[config.mk]
export PLATFORM = sky130hd
export DESIGN_NAME = camera_frame_dma
export DESIGN_NICKNAME = d
export VERILOG_FILES = /design/src/rtl/camera_pkg.sv /design/src/rtl/camera_frame_dma.sv
export SDC_FILE = /design/constraint.sdc
export NUM_CORES = 1
export LEC_CHECK = 0
export CAP_MARGIN = 25
export CORE_MARGIN = 2
export CORE_UTILIZATION = 53
export DETAILED_ROUTE_END_ITERATION = 7
export PLACE_DENSITY = 0.95
export SLEW_MARGIN = 20
export SYNTH_ARGS = -nofsm -noshare
export SYNTH_HDL_FRONTEND = slang
export SYNTH_SLANG_ARGS = --single-unit
[constraint.sdc]
create_clock -name HCLK -period 6.76 [get_ports HCLK]
set_input_delay 1.352 -clock HCLK [delete_from_list [all_inputs] [get_ports HCLK]]
set_output_delay 1.352 -clock HCLK [all_outputs]
set_load 0.01 [all_outputs]
[src/rtl/camera_pkg.sv]
// Shared types and geometry for the camera capture-to-memory path.
// One FIFO entry is 128 bits, written to memory as four 32-bit beats.
package camera_pkg;

  typedef enum logic [1:0] {
    ST_IDLE  = 2'd0,
    ST_FETCH = 2'd1,
    ST_BEAT  = 2'd2,
    ST_DONE  = 2'd3
  } state_e;

  localparam int BEATS_PER_ENTRY = 4;
  localparam int ENTRY_BYTES     = 16;
  localparam int WORD_W          = 32;
  localparam int ENTRY_W         = WORD_W * BEATS_PER_ENTRY;
  localparam int BEAT_W          = $clog2(BEATS_PER_ENTRY);
  localparam int ALIGN_W         = $clog2(ENTRY_BYTES);
  localparam int BEAT_BYTES      = WORD_W / 8;

endpackage

[src/rtl/camera_frame_dma.sv]
// Drains the capture FIFO and writes each frame to memory as 32-bit beats
// over a req/ack port, handling frame length, restarts and clean stop.
module camera_frame_dma
  import camera_pkg::*;
#(
  parameter int ADDR_W = 32,
  parameter int CNT_W  = 16
) (
  input  logic                HCLK,
  input  logic                HReset_N,
  input  logic                i_Enable,
  input  logic [ADDR_W-1:0]   i_BaseAddr,
  input  logic [CNT_W-1:0]    i_FrameLen,
  input  logic                i_ZoneReStart,
  input  logic                i_FIFOEmpty,
  output logic                o_ReadEn,
  input  logic [ENTRY_W-1:0]  i_RdData,
  output logic                o_MemReq,
  output logic [ADDR_W-1:0]   o_MemAddr,
  output logic [WORD_W-1:0]   o_MemWData,
  input  logic                i_MemAck,
  output logic                o_FrameDone,
  output logic                o_FrameAbort,
  output logic                o_Busy
);

  state_e               state_q, state_d;
  logic [ADDR_W-1:0]    addr_q, addr_d;
  logic [CNT_W-1:0]     cnt_q, cnt_d;
  logic [CNT_W-1:0]     len_q, len_d;
  logic [BEAT_W-1:0]    beat_q, beat_d;
  logic [ENTRY_W-1:0]   hold_q, hold_d;
  logic                 pend_q, pend_d;
  logic                 abort_q, abort_d;

  logic                 pop;
  logic                 ack;
  logic                 last_beat;
  logic                 frame_end;
  logic                 restart_now;
  logic                 reload;
  logic [CNT_W-1:0]     cnt_inc;
  logic [ADDR_W-1:0]    base_aligned;
  logic [WORD_W-1:0]    word_w [BEATS_PER_ENTRY];
  logic                 unused_base_low;

  // Entries are 16-byte aligned; the low address bits of the base are dropped.
  assign base_aligned    = {i_BaseAddr[ADDR_W-1:ALIGN_W], {ALIGN_W{1'b0}}};
  assign unused_base_low = ^i_BaseAddr[ALIGN_W-1:0];

  assign pop         = (state_q == ST_FETCH) && !i_FIFOEmpty;
  assign ack         = (state_q == ST_BEAT) && i_MemAck;
  assign last_beat   = (beat_q == BEAT_W'(BEATS_PER_ENTRY - 1));
  assign cnt_inc     = cnt_q + CNT_W'(1);
  assign frame_end   = (cnt_inc == len_q);
  assign restart_now = pend_q || i_ZoneReStart;

  for (genvar gi = 0; gi < BEATS_PER_ENTRY; gi++) begin : g_word
    assign word_w[gi] = hold_q[gi*WORD_W +: WORD_W];
  end

  always_comb begin
    state_d = state_q;
    addr_d  = addr_q;
    cnt_d   = cnt_q;
    len_d   = len_q;
    beat_d  = beat_q;
    hold_d  = hold_q;
    pend_d  = pend_q;
    abort_d = 1'b0;
    reload  = 1'b0;

    case (state_q)
      ST_IDLE: begin
        if (i_Enable && i_ZoneReStart) begin
          reload  = 1'b1;
          state_d = ST_FETCH;
        end
      end
      ST_FETCH: begin
        if (i_ZoneReStart) begin
          abort_d = 1'b1;
          reload  = 1'b1;
        end
        // A pop in the restart cycle becomes the first entry of the new frame.
        if (pop) begin
          hold_d  = i_RdData;
          beat_d  = '0;
          state_d = ST_BEAT;
        end
      end
      ST_BEAT: begin
        if (ack) begin
          addr_d = addr_q + ADDR_W'(BEAT_BYTES);
          if (last_beat) begin
            cnt_d = cnt_inc;
            if (frame_end) begin
              // Completion beats a coincident restart; the restart is kept for DONE.
              pend_d  = restart_now;
              state_d = ST_DONE;
            end else if (restart_now) begin
              abort_d = 1'b1;
              reload  = 1'b1;
              state_d = ST_FETCH;
            end else if (!i_Enable) begin
              state_d = ST_IDLE;
            end else begin
              state_d = ST_FETCH;
            end
          end else if (restart_now) begin
            abort_d = 1'b1;
            reload  = 1'b1;
            state_d = ST_FETCH;
          end else begin
            beat_d = beat_q + BEAT_W'(1);
          end
        end else if (i_ZoneReStart) begin
          pend_d = 1'b1;
        end
      end
      ST_DONE: begin
        if (restart_now) begin
          reload  = 1'b1;
          state_d = ST_FETCH;
        end else begin
          state_d = ST_IDLE;
        end
      end
      default: state_d = ST_IDLE;
    endcase

    if (reload) begin
      addr_d = base_aligned;
      cnt_d  = '0;
      len_d  = i_FrameLen;
      pend_d = 1'b0;
    end
  end

  always_ff @(posedge HCLK) begin
    if (!HReset_N) begin
      state_q <= ST_IDLE;
      addr_q  <= '0;
      cnt_q   <= '0;
      len_q   <= '0;
      beat_q  <= '0;
      hold_q  <= '0;
      pend_q  <= 1'b0;
      abort_q <= 1'b0;
    end else begin
      state_q <= state_d;
      addr_q  <= addr_d;
      cnt_q   <= cnt_d;
      len_q   <= len_d;
      beat_q  <= beat_d;
      hold_q  <= hold_d;
      pend_q  <= pend_d;
      abort_q <= abort_d;
    end
  end

  assign o_ReadEn     = pop;
  assign o_MemReq     = (state_q == ST_BEAT);
  assign o_MemAddr    = addr_q;
  assign o_MemWData   = word_w[beat_q];
  assign o_FrameDone  = (state_q == ST_DONE);
  assign o_FrameAbort = abort_q;
  assign o_Busy       = (state_q != ST_IDLE);

endmodule

# After elaboration in Yosys (flattened, before gate mapping)
# Index checks and enable logic that the tools add are counted.
[totals]
inputBits = 182
elab_cells = 80
out_inout_bits = 69
reg_bits = 198
[classes]
n_addsub = 3
reduce_logical = 19
magnitude_cmp = 1
n_eq_ne = 13
bitwise = 2
n_mux = 33
[op_table]
columns = ["operator", "count"]
rows = [
  ["32-bit two-way mux", 5],
  ["32-bit binary-select mux with 2-bit select", 1],
  ["32-bit by 3-bit adder with 32-bit output (second input constant)", 1],
  ["2-bit two-way mux", 10],
  ["16-bit by 1-bit adder with 16-bit output (second input constant)", 1],
  ["16-bit == test", 1],
  ["1-bit two-way mux", 13],
  ["2-bit nonzero test", 5],
  ["2-bit inequality test (second input constant)", 4],
  ["2-bit case mux with 4 select lines", 1],
  ["4-bit AND reduction", 2],
  ["2-bit == test (second input constant)", 3],
  ["2-bit by 1-bit inequality test with 1-bit output (second input constant)", 3],
  ["2-bit AND reduction", 3],
  ["5-bit AND reduction", 1],
  ["1-bit case mux with 4 select lines", 1],
  ["2-bit case mux with 2 select lines", 1],
  ["3-bit greater-or-equal comparator (second input constant)", 1],
  ["1-bit logical AND", 3],
  ["3-bit by 1-bit inequality test with 1-bit output (second input constant)", 1],
  ["2-bit NOT with 3-bit output", 1],
  ["3-bit AND reduction", 1],
  ["2-bit by 1-bit adder with 2-bit output (second input constant)", 1],
  ["2-bit by 1-bit == test with 1-bit output (second input constant)", 1],
  ["other kinds (6)", 6],
]

# Longest topological paths before layout
[depth]
ltp_word = 8
mapped_depth = 11
mapped_depth_nobuf = 9

# Worst setup path before layout
# Ideal clock, no wire load.
[synth_timing]
path_kind = "input port to output port"
from = "in i_FIFOEmpty"
to = "out o_ReadEn"
setup_slack_ns = 3.522
stages = 3
t_arrival_ns = 1.886
t_required_ns = 5.408
n_path_buf = 1
cell_sequence = "nand2b_1 > inv_1 > clkbuf_1"
[synth_via]
elab_chain_cells = 2
[synth_rtl]
columns = ["item", "line", "rtl"]
rows = [
  ["from (decl)", "camera_frame_dma.sv:15", "input logic i_FIFOEmpty,"],
  ["1-bit logical NOT", "camera_frame_dma.sv:51", "assign pop = (state_q == ST_FETCH) && !i_FIFOEmpty;"],
  ["1-bit logical AND", "camera_frame_dma.sv:51", ""],
  ["to (decl)", "camera_frame_dma.sv:16", "output logic o_ReadEn,"],
]
# No other way between the ends.

# Worst setup path after layout
# Same ends and word-level chain as after synthesis.

==> results.yml <==
critical_path:
  worst_ep_arrival_time_ns: 3.66
  required_ns: 5.41
  path_class: "primary input to output port"
  crit_path_max_fanout: 57
  endpoint_kind: "output port"
  cp-start-kind: "primary input"
logic_synthesis:
  synth-seq-cells: 196
  yosysWarnings: 0
  synth.distinct_cells: 61
  syn_area_sq_um: 9483
  ys.flop_type: "dfxtp_1"
  yosys.area.top_type: "dfxtp_1"
  syn_area_per_cell_sq_um: 8.692
  ys_seq_area_share_pct: 41.38
  synthCells: 1091
  synth.top_cell.area_share_pct: 41.38
  synthTopCellsByCount: "361 x nand2_1, 196 x dfxtp_1, 131 x a21boi_0"
  async_flop_share_pct: 0
  synthTopCellsByArea: "dfxtp_1 41%, nand2_1 14%, a21boi_0 10%"
  synth_most_common_cell: "nand2_1"
  synth_edf_count: 0
timing:
  setup_viol: 0
  timing.hold.ws_ns: 0.4655
  maxSlewHeadroom_pct: 32.34
  fin_crit_ns: 5.011
  rsz0062_at_grt: "no"
  layout_setup_ws_ns: 1.749
  hold_viol_final: 0
  period_share_pct: 74.12
  skew_ns: 0.01393
  setup_tns_ns: 0
  worstMarginPinSlew_ns: 1.015
  fmax_mhz: 199.6
  slew_viol_final: 0
clocking:
  cts_buffer_depth: 2
  cts_sinks: 196
  hold_buffers: 0
  cts_root_buffer: "clkbuf_16"
  cts_setup_buffers: 0
  cts_made_buffers: 17
  cts_resized: 0
  clk_latency_ns: 0.43
  cts_tree: "built"
  clk_pin_slew_ns: 0.08
  htree_levels: 4
power_and_ir_drop:
  pwr-share-seq_pct: 41.9
  p_comb_share_pct: 28.3
  ir_worst_vdd_v: 0.0002055
  p_sw_share_pct: 32.52
  p_sw_mw: 1.123
  cellPowerDensity_nw_per_um2: 275.7
  p_clk_share_pct: 29.8
  power_mw: 3.455
  power.leakage_nw: 4.499
  power.internal_mw: 2.332
grt:
  grt_max_degree: 129
  antenna_found_initial: 0
  grt_pass1_wl_mm: 39.36
  overflow: 0
  track_usage_pct: 26.26
  grt_pass1_vias: 8190
floorplanning:
  rows: 48
  die_width_um: 137.8
  ioPinCount: 251
  core_area_sq_um: 17420
  die-area_sq_um: 18980
  die_height_um: 137.8
  initial_core_util_pct: 54.45
flow_run:
  drv_cap: 0
routing:
  dr.pass1.iters: 5
  routed_via_density: 5.513
  wire_per_inst_um: 16.79
  totalWireLength_mm: 25.53
  ant_nets: 0
  vias: 8380
  drtIter0Drc: 541
  drcViolationCount: 0
final_layout:
  antenna_cells: 0
  final_area_sq_um: 12530
  fill_cells: 1200
  regArea_sq_um: 3926
  multi_input_area_sq_um: 5171
  drive_above_1_share_pct: 6.564
  fin_nets: 1472
  syn2layout_area_growth_pct: 32.14
min_path:
  worstHoldPathType: "register to register"
placement:
  place_area_sq_um: 11910
  dp_hpwl_mm: 17.20
  port_buffers: 244
  place_congestion: 0.8662
  dp_slack_ns: 1.738
status:
  status: "finished clean"
## final timing paths
kind                                   from            end  slack [ns]  cells after the start
worst max register to register     cnt_q[3]  o_MemAddr[29]        2.77                      9
worst min-delay path             hold_q[94]     hold_q[94]        0.47                      2
worst max-delay path            i_FIFOEmpty       o_ReadEn        1.75                      4
worst min register to register   hold_q[94]     hold_q[94]        0.47                      2
## metal layers
layer	vias up	part of all wire [%]	global-route usage, %
met3	42	9.1	8.168
met2	312	50	46.46
met4	0	1.9	7.596
met5	-	0	0
met1	3942	39	30.54
li1	4084	-	-
## cell families (layout without fill, tap and decap cells)
group / count (synthesis) / in the layout / synth area share [%]
xor gates and xnor gates: 62 / 62 / 5.726
buffers and inverters: 91 / 294 / 4.222
other: 1 / 2 / 0.03955
DFF: 196 / 196 / 41.38
muxes: 66 / 66 / 11.19
adders and majority gates: 8 / 8 / 1.056
and+or+nand+nor: 474 / 474 / 20.91
AOI/OAI and AO/OA: 193 / 193 / 15.48
## layout make-up
class                      count  area share, %
inverter                      11         0.3395
clock inverter                15          1.528
timing repair buffer         251          19.89
sequential                   196          31.33
clock buffer                  17          3.395
tap                          225          2.247
multi-input combinational    805          41.27
## worst max-delay path: stages
cell             delay [ns]
clkdlybuf4s50_1        0.54
nand2b_4               0.54
clkinv_2               0.54
clkdlybuf4s50_1        0.67
## state kept, by name, indices dropped and copies added (netlist names)
name / flops
beat_q: 2
cnt_q: 16
hold_q: 128
len_q: 16
o_FrameAbort: 1
o_MemAddr: 30
pend_q: 1
state_q: 2
## cells in the final DEF (no fill, tap or decap), types with 3 or more instances in the layout
master,instances
a21boi_0,131
a21oi_1,7
a31oi_1,4
and2_1,5
and3_1,6
and4_1,3
buf_4,8
clkbuf_16,17
clkdlybuf4s50_1,243
clkinv_4,3
clkinv_8,5
dfxtp_1,194
ha_1,8
inv_1,10
inv_6,3
mux2i_1,34
mux4_2,32
nand2_1,361
nand3_1,24
nand4_1,9
nor2_1,31
nor3_1,11
nor4_1,5
nor4b_1,4
o211a_1,10
o211ai_1,10
o21ai_0,10
xnor2_1,38
xor2_1,24
## power by group through the flow
stage,clock [mW],combinational (mW),sequential [mW]
floorplan,0,0.602,1.45
global route,1.09,1.07,1.46
finish,1.03,0.979,1.45
detailed placement,0,0.966,1.47
CTS,1.05,0.976,1.44
global placement,0,0.936,1.46
## metrics by stage
step	cells	util, %
finish	1520	71.95
floorplan	1092	-
detailed placement	1487	68.36
CTS	1519	71.90
global route	1520	71.95
global placement	1486	68.32
(Power assumes the default switching activity.)
